## src/rtl/cpu_types_pkg.sv

```systemverilog
// Shared CPU datapath types: word, ALU opcode and arbiter FSM state.
// The opcode encoding must match the alu instance wired up by the parent.
package cpu_types_pkg;

    localparam int FLAGS_W = 3;

    typedef logic [31:0] word_t;

    typedef enum logic [3:0] {
        ALU_SLL  = 4'd0,
        ALU_SRL  = 4'd1,
        ALU_ADD  = 4'd2,
        ALU_SUB  = 4'd3,
        ALU_AND  = 4'd4,
        ALU_OR   = 4'd5,
        ALU_XOR  = 4'd6,
        ALU_NOR  = 4'd7,
        ALU_SLT  = 4'd8,
        ALU_SLTU = 4'd9
    } aluop_t;

    typedef enum logic [1:0] {
        IDLE = 2'd0,
        EXEC = 2'd1,
        RESP = 2'd2
    } arb_state_t;

    // Round-robin successor: idx+1, wrapping n-1 back to 0.
    function automatic int unsigned rr_wrap_inc(input int unsigned idx, input int unsigned n);
        return (idx + 1 >= n) ? 0 : idx + 1;
    endfunction

endpackage

```

## src/rtl/rr_picker.sv

```systemverilog
// Combinational round-robin picker: first asserted request at or above ptr_i,
// wrapping modulo NREQ, returned both one-hot and as an index.
module rr_picker #(
    parameter int NREQ  = 2,
    parameter int PTR_W = $clog2(NREQ)
) (
    input  logic [NREQ-1:0]  req_i,
    input  logic [PTR_W-1:0] ptr_i,
    output logic [NREQ-1:0]  grant_o,
    output logic [PTR_W-1:0] idx_o,
    output logic             any_o
);

    logic             found;
    logic [PTR_W-1:0] cand;

    always_comb begin
        grant_o = '0;
        idx_o   = '0;
        found   = 1'b0;
        cand    = '0;
        for (int unsigned i = 0; i < NREQ; i++) begin
            cand = PTR_W'((32'(ptr_i) + i) % NREQ);
            if (!found && req_i[cand]) begin
                grant_o[cand] = 1'b1;
                idx_o         = cand;
                found         = 1'b1;
            end
        end
        any_o = |req_i;
    end

endmodule

```

## src/rtl/alu_arbiter.sv

```systemverilog
// Shares one external combinational alu between NREQ requesters with a
// round-robin grant; operands and results are registered around the alu.
module alu_arbiter
    import cpu_types_pkg::*;
#(
    parameter int NREQ   = 2,
    parameter int WORD_W = 32
) (
    input  logic                   CLK,
    input  logic                   nRST,
    input  logic [NREQ-1:0]        req_valid,
    output logic [NREQ-1:0]        req_ready,
    input  logic [NREQ*WORD_W-1:0] req_a,
    input  logic [NREQ*WORD_W-1:0] req_b,
    input  logic [NREQ*4-1:0]      req_op,
    output logic [NREQ-1:0]        rsp_valid,
    input  logic [NREQ-1:0]        rsp_ready,
    output logic [WORD_W-1:0]      rsp_data,
    output logic [FLAGS_W-1:0]     rsp_flags,
    output logic [WORD_W-1:0]      alu_port_a,
    output logic [WORD_W-1:0]      alu_port_b,
    output logic [3:0]             alu_op,
    input  logic [WORD_W-1:0]      alu_out,
    input  logic [FLAGS_W-1:0]     alu_flags,
    output logic                   busy
);

    localparam int PTR_W = $clog2(NREQ);

    arb_state_t         state_q, state_d;
    logic [PTR_W-1:0]   rr_ptr_q, rr_ptr_d;
    logic [PTR_W-1:0]   owner_q, owner_d;
    logic [WORD_W-1:0]  op_a_q, op_a_d;
    logic [WORD_W-1:0]  op_b_q, op_b_d;
    aluop_t             op_q, op_d;
    logic [WORD_W-1:0]  rsp_data_q, rsp_data_d;
    logic [FLAGS_W-1:0] rsp_flags_q, rsp_flags_d;
    logic               armed_q;

    logic [NREQ-1:0]    grant;
    logic [PTR_W-1:0]   win_idx;
    logic               req_any;
    logic [WORD_W-1:0]  sel_a, sel_b;
    logic [3:0]         sel_op;

    rr_picker #(
        .NREQ  (NREQ),
        .PTR_W (PTR_W)
    ) u_picker (
        .req_i   (req_valid),
        .ptr_i   (rr_ptr_q),
        .grant_o (grant),
        .idx_o   (win_idx),
        .any_o   (req_any)
    );

    // One-hot AND-OR select of the winner's operands.
    always_comb begin
        sel_a  = '0;
        sel_b  = '0;
        sel_op = '0;
        for (int unsigned i = 0; i < NREQ; i++) begin
            if (grant[i]) begin
                sel_a  = req_a[i*WORD_W +: WORD_W];
                sel_b  = req_b[i*WORD_W +: WORD_W];
                sel_op = req_op[i*4 +: 4];
            end
        end
    end

    always_comb begin
        state_d     = state_q;
        rr_ptr_d    = rr_ptr_q;
        owner_d     = owner_q;
        op_a_d      = op_a_q;
        op_b_d      = op_b_q;
        op_d        = op_q;
        rsp_data_d  = rsp_data_q;
        rsp_flags_d = rsp_flags_q;
        req_ready   = '0;
        rsp_valid   = '0;
        unique case (state_q)
            IDLE: begin
                // armed_q keeps req_ready low until the first edge after reset release.
                if (armed_q && req_any) begin
                    req_ready = grant;
                    op_a_d    = sel_a;
                    op_b_d    = sel_b;
                    op_d      = aluop_t'(sel_op);
                    owner_d   = win_idx;
                    state_d   = EXEC;
                end
            end
            EXEC: begin
                rsp_data_d  = alu_out;
                rsp_flags_d = alu_flags;
                state_d     = RESP;
            end
            RESP: begin
                rsp_valid[owner_q] = 1'b1;
                if (rsp_ready[owner_q]) begin
                    rr_ptr_d = PTR_W'(rr_wrap_inc(32'(owner_q), NREQ));
                    state_d  = IDLE;
                end
            end
            default: state_d = IDLE;
        endcase
    end

    always_ff @(posedge CLK or negedge nRST) begin
        if (!nRST) begin
            state_q     <= IDLE;
            rr_ptr_q    <= '0;
            owner_q     <= '0;
            op_a_q      <= '0;
            op_b_q      <= '0;
            op_q        <= aluop_t'(4'd0);
            rsp_data_q  <= '0;
            rsp_flags_q <= '0;
            armed_q     <= 1'b0;
        end else begin
            state_q     <= state_d;
            rr_ptr_q    <= rr_ptr_d;
            owner_q     <= owner_d;
            op_a_q      <= op_a_d;
            op_b_q      <= op_b_d;
            op_q        <= op_d;
            rsp_data_q  <= rsp_data_d;
            rsp_flags_q <= rsp_flags_d;
            armed_q     <= 1'b1;
        end
    end

    assign alu_port_a = op_a_q;
    assign alu_port_b = op_b_q;
    assign alu_op     = op_q;
    assign rsp_data   = rsp_data_q;
    assign rsp_flags  = rsp_flags_q;
    assign busy       = (state_q != IDLE);

endmodule

```

## config.mk

```make
export PLATFORM = sky130hd
export DESIGN_NAME = alu_arbiter
export DESIGN_NICKNAME = d
export VERILOG_FILES = /design/src/rtl/cpu_types_pkg.sv /design/src/rtl/rr_picker.sv /design/src/rtl/alu_arbiter.sv
export SDC_FILE = /design/constraint.sdc
export NUM_CORES = 1
export LEC_CHECK = 0
export ABC_AREA = 1
export CORE_ASPECT_RATIO = 0.8
export CORE_MARGIN = 10
export CORE_UTILIZATION = 35
export DETAILED_ROUTE_END_ITERATION = 16
export PLACE_DENSITY = 0.76
export SLEW_MARGIN = 20
export SYNTH_ARGS = -nofsm -noshare
export SYNTH_HDL_FRONTEND = slang
export SYNTH_SLANG_ARGS = --single-unit
```

## constraint.sdc

```tcl
create_clock -name CLK -period 2.7 [get_ports CLK]
set_input_delay 0.54 -clock CLK [delete_from_list [all_inputs] [get_ports CLK]]
set_output_delay 0.54 -clock CLK [all_outputs]
set_load 0.1 [all_outputs]
```

==> results of run 1 <==
## worst max-delay path, stage by stage, from the launching register on
cell and delay, ns:
dfrtp_1 0.40, nor2_1 0.24, nand3_4 0.28, nor2_1 0.28, buf_12 0.21
## registers in the layout (all words and copies together), names as in the netlist
name / flops
alu_op: 4
rsp_flags: 3
armed_q: 1
alu_port_b: 32
owner_q: 1
alu_port_a: 32
state_q: 2
rr_ptr_q: 1
rsp_data: 32
## layout make-up
type / instances / area (µm²)
inverters: 8 / 30.0
diodes: 1 / 2.50
clock inverters: 3 / 47.5
repair buffers: 297 / 2750
multi-input cells: 536 / 2250
fillers: 1338 / 6240
clock buffers: 12 / 246
flip-flops and latches: 108 / 2700
well taps: 184 / 230
## logic make-up (layout without fill, tap and decap cells)
family,Yosys count,in the layout
and+or+nand+nor,532,532
buffers and inverters,62,320
AOI/OAI and AO/OA,3,3
other,1,2
DFF,108,108
## metrics by stage
step | util, % | cell area (µm²) | setup TNS, ns | hold slack, ns
global placement | 54.9 | 7960 | 0 | 0.429
detailed placement | 54.9 | 7960 | 0 | 0.434
CTS | 56.9 | 8250 | 0 | 0.0592
finish | 56.9 | 8250 | 0 | 0.0638
floorplan | - | 5240 | -0.487 | 0.244
global route | 56.9 | 8250 | 0 | 0.0616
## layer usage
| metal | vias up | global-route usage (%) | wire length (µm) |
|---|---|---|---|
| met5 | - | 0 | 0 |
| met2 | 214 | 31.4 | 9660 |
| met4 | 0 | 5.71 | 370 |
| met3 | 24 | 5.95 | 1670 |
| li1 | 2751 | - | - |
| met1 | 2629 | 24.2 | 8520 |
## synthesized netlist by cell type
library cell	instances
nand2_1	353
nand3_1	171
dfrtp_1	108
buf_2	23
clkbuf_1	21
nor2_1	6
buf_1	4
buf_4	4
inv_1	4
inv_2	4
o21ai_0	3
buf_6	2
conb_1	1
nand2_2	1
nand3_4	1
## worst paths after layout
kind	end	slack (ns)	cells past startpoint
min in group CLK	rsp_data[30]	0.47	2
max reg2reg	alu_port_a[23]	0.94	6
min	alu_port_a[6]	0.06	1
max in group asynchronous	alu_port_a[14]	2.07	2
max	req_ready[1]	0.41	4
min reg2reg	rsp_data[30]	0.47	2
==> summary.txt, run 1 <==
Die
  – Die Ht: 129 µm
  – DIE WIDTH: 157 µm
  – # IOs: 285
  – Die Footprint: 0.0203 mm²
  – Row count: 39
  – Initial Util: 36.2%
  – Core Box Area: 0.0145 mm²

Global route
  – Initial antenna violation count: 1
  – Total GRT Usage: 19.3%
  – Largest net degree at the start of global routing: 69
  – GRT overflow: 0
  – Global-route wire length before repair: 31400 µm
  – Vias in the first global route: 5591

Placement
  – Gpl congestion: 0.815
  – Placed Instances: 1133
  – Place WS: 0.530 ns
  – DP Wirelength: 14800 µm
  – PortBufs: 284

Yosys
  – Synth Area in Compound Gates: 0.287%
  – Post-synthesis xor/xnor area fraction: 0%
  – Largest family of logic cells by synthesized area: simple AND/OR/NAND/NOR gates
  – Synth Area in Simple Gates: 42.5%
  – #FFs+latches synth: 108
  – Synth warn: 0
  – Syn Area/Cell: 7.42 µm²
  – Netlist cell types: 15
  – Syn Inst Count: 706
  – Post-Synth Adder-Cell Area: 0%
  – Mapped cell area: 0.00524 mm²
  – Multiplexer share of the synthesized area: 0%
  – Register area share after synthesis: 51.6%
  – Post-synth top area share: 51.6%
  – Largest area contributor in the netlist: dfrtp_1
  – Area contributors post-synth: dfrtp_1 (52%), nand2_1 (25%), nand3_1 (16%), buf_2 (2.2%), clkbuf_1 (1.5%)
  – Post-synth net total: 883

Drt
  – Total number of vias: 5618
  – Vias per cell: 4.89
  – Drt pass-1 iters: 4
  – Final antenna-violating net count: 0
  – Total Routed Length: 20200 µm
  – Initial drt markers: 320
  – Average wire per standard cell: 17.6 µm
  – DRC Markers: 0

Clock network
  – Hold bufs inserted after CTS: 0
  – Setup bufs post-CTS: 0
  – Clk_lat worst skew: 0.33 ns
  – Worst-path clk slew: 0.07 ns
  – TritonCTS buffer count: 9
  – Clock sink total: 108
  – H-Tree Depth: 3
  – CTS Root Cell: clkbuf_16
  – CTS tree: yes
  – CTS Buffer Depth: 2
  – Post-cts resize count: 0

STA
  – Worst Clk Skew: 0.00491 ns
  – Worst-margin pin slew: 0.760 ns
  – Final setup violation count: 0
  – RSZ-0062 raised after global routing: no
  – Min Tclk post-route: 2.29 ns
  – Final worst path period share: 84.9%
  – Slew Viols, Final: 0
  – FMAX: 436 MHz
  – Setup ws final: 0.409 ns
  – Slew Limit Headroom: 49.3%
  – Final Hold Viols: 0

Final layout
  – Nets@finish: 1137
  – Share of layout cells above drive strength 1: 14.9%
  – Most common cell after layout, fill and taps aside: nand2_1
  – Area Growth Syn to Fin: 57.5%
  – Most frequent cells in the layout: nand2_1 (352), clkdlybuf4s50_1 (173), nand3_1 (171)
  – Non-Filler Instances: 1149

Worst setup path
  – RR Startpoint: state_q[1]
  – Critical path required time: 2.16 ns
  – Critical path fanouts, max: 20
  – Worst Path Class, Setup: register to output port
  – Worst setup path startpoint: state_q[1]
  – Startpoint type of the worst setup path: register
  – Setup crit end kind: output port
  – WP data arrival: 1.75 ns

Run status
  – Status: complete, no violations

Worst hold path
  – Hold Crit Class: input pin to async pin

Flow run
  – Max Cap Violations: 0
Power of run 1 is not shown: default switching activity piles up to over one toggle a cycle in this logic, so the estimate is an artifact.
==> run 2: changes to the inputs <==
Settings changed: PLACE_DENSITY 0.76 to 0.79.
Clock period 2.7 ns to 1.9 ns, I/O delays scaled along.
==> run 2 against run 1 <==
Effect of this change: final cell count increased by 0.61%; hold slack better by 0.41 ns; clock-buffer cell count fell by 3; clock skew rose by 0.0032 ns; global-route usage decreased by 0.76 points; sequential cell count unchanged; core utilization increased by 1.9 points; largest cell class unchanged; non-clock buffer count rose by 7.
==> summary.txt, run 2 (same netlist as run 1, synthesis figures left out) <==
Worst hold path
  – Number of cells on the worst hold path: 5
  – Hold Path Sink: alu_port_a[26]
  – Hold Crit Class: input pin to register
  – Worst Min Path Start: req_valid[1]

Die
  – Row count: 39
  – Die Footprint: 0.0203 mm²
  – Die Ht: 129 µm
  – # IOs: 285
  – Initial Util: 36.2%
  – Core Box Area: 0.0145 mm²
  – DIE WIDTH: 157 µm

Worst setup path
  – Crit-path cells: inv_2 -> nor2_1 -> inv_1 -> nor2_2 -> buf_12
  – Setup crit end kind: output port
  – Startpoint type of the worst setup path: register
  – Worst path slowest cell: dfrtp_1
  – R2R Setup Slk: 0.46 ns
  – CP peak stage delay: 0.41 ns
  – Critical path required time: 1.52 ns
  – RR Startpoint: rr_ptr_q
  – Cell count of the worst reg-to-reg path: 7
  – WP data arrival: 1.41 ns
  – Critical path fanouts, max: 7
  – Worst Path Class, Setup: register to output port
  – Crit Reg-Reg Endpoint: alu_port_a[18]

Global route
  – Total GRT Usage: 18.5%
  – Largest net degree at the start of global routing: 70
  – Global-route wire length before repair: 30000 µm
  – GRT overflow: 0
  – Initial antenna violation count: 0
  – Vias in the first global route: 5497

Drt
  – Drt pass-1 iters: 4
  – Final antenna-violating net count: 0
  – DRC Markers: 0
  – Average wire per standard cell: 17.0 µm
  – Total number of vias: 5535
  – Total Routed Length: 19600 µm
  – Vias per cell: 4.79
  – Initial drt markers: 290

Final layout
  – Diode count: 0
  – Share of layout cells above drive strength 1: 16.3%
  – Most frequent cells in the layout: nand2_1 (352), clkdlybuf4s50_1 (173), nand3_1 (171)
  – Nets@finish: 1144
  – Area Growth Syn to Fin: 62.9%
  – Non-Filler Instances: 1156
  – Filler cell count: 1345
  – Final Instance Area: 0.00853 mm²
  – Most common cell after layout, fill and taps aside: nand2_1

Placement
  – PortBufs: 284
  – DP Wirelength: 14700 µm
  – Place WS: 0.331 ns
  – Placed Instances: 1139
  – Area after DPL: 0.00824 mm²
  – Gpl congestion: 0.806

STA
  – FMAX: 558 MHz
  – Worst-margin pin slew: 0.571 ns
  – RSZ-0062 raised after global routing: no
  – Worst Clk Skew: 0.00813 ns
  – Final worst path period share: 94.3%
  – Hold slack: 0.470 ns
  – Min Tclk post-route: 1.79 ns
  – Slew Viols, Final: 0
  – Final Hold Viols: 0
  – Final setup violation count: 0
  – Setup ws final: 0.109 ns
  – Slew Limit Headroom: 61.9%

Flow run
  – Max Cap Violations: 0

Clock network
  – TritonCTS buffer count: 9
  – Clk_lat worst skew: 0.34 ns
  – CTS tree: yes
  – Worst-path clk slew: 0.07 ns
  – CTS Root Cell: clkbuf_16
  – H-Tree Depth: 3
  – CTS Buffer Depth: 2
  – Setup bufs post-CTS: 0
  – Clock sink total: 108

Run status
  – Status: complete, no violations
run 2: cell count changes in the layout (fill, tap and decap cells not counted), sizes merged:
cell / before / now
clkbuf: 12 / 9
clkinv: 2 / 4
diode: 1 / 0
inv: 8 / 11
buf: 124 / 130
bufinv: 1 / 0
dlygate4sd3: 0 / 1
run 2: layer usage:
layer | GRT usage [%] | wire length [µm] | up-vias
li1 | - | - | 2764
met1 | 22.3 | 8130 | 2561
met2 | 31.2 | 9650 | 194
met3 | 6.48 | 1630 | 16
met4 | 4.65 | 240 | 0
met5 | 0 | 0 | -
run 2: layout make-up:
cell class,count,area (µm²),share of cell area [%]
Timing Repair Buffer,304,3030,35.4
Sequential cell,108,2700,31.7
Multi-Input combinational cell,536,2270,26.6
Tap cell,184,230,2.70
Clock buffer,9,225,2.64
Clock inverter,7,50.0,0.586
Inverter,8,30.0,0.352
run 2: worst max path at each step:
| stage | start | end | slack [ns] | depth (start not counted) |
|---|---|---|---|---|
| 5_1_grt | state_q[1] | rsp_valid[0] | 0.005 | 5 |
| 3_5_place_dp | req_valid[0] | req_ready[0] | 0.33 | 6 |
| 4_1_cts | state_q[0] | req_ready[0] | 0.06 | 4 |
| 3_3_place_gp | req_valid[0] | req_ready[0] | 0.35 | 6 |
| 2_1_floorplan | state_q[0] | rsp_valid[0] | -0.44 | 4 |
| 6_report | state_q[1] | rsp_valid[0] | 0.11 | 5 |
run 2: through the flow:
stage / TNS [ns] / utilization, %
global route: 0 / 58.9
CTS: 0 / 58.8
floorplan: -1.19 / -
finish: 0 / 58.9
global placement: 0 / 56.8
detailed placement: 0 / 56.8
run 2: critical path: cells and delay by family (launching register included):
kind	cells	cell delay, ns
buf+inv	3	0.38
flops	1	0.41
simple gates	2	0.28
run 2: what timing repair did:
item | 4_1_cts | 5_1_grt
hold buffers | 1 | 0
endpoints found under the setup margin | 1 | 3
gates resized for setup | 1 | 3
endpoints found under the hold margin | 18 | 0
Power of run 2 is left out for the same reason.
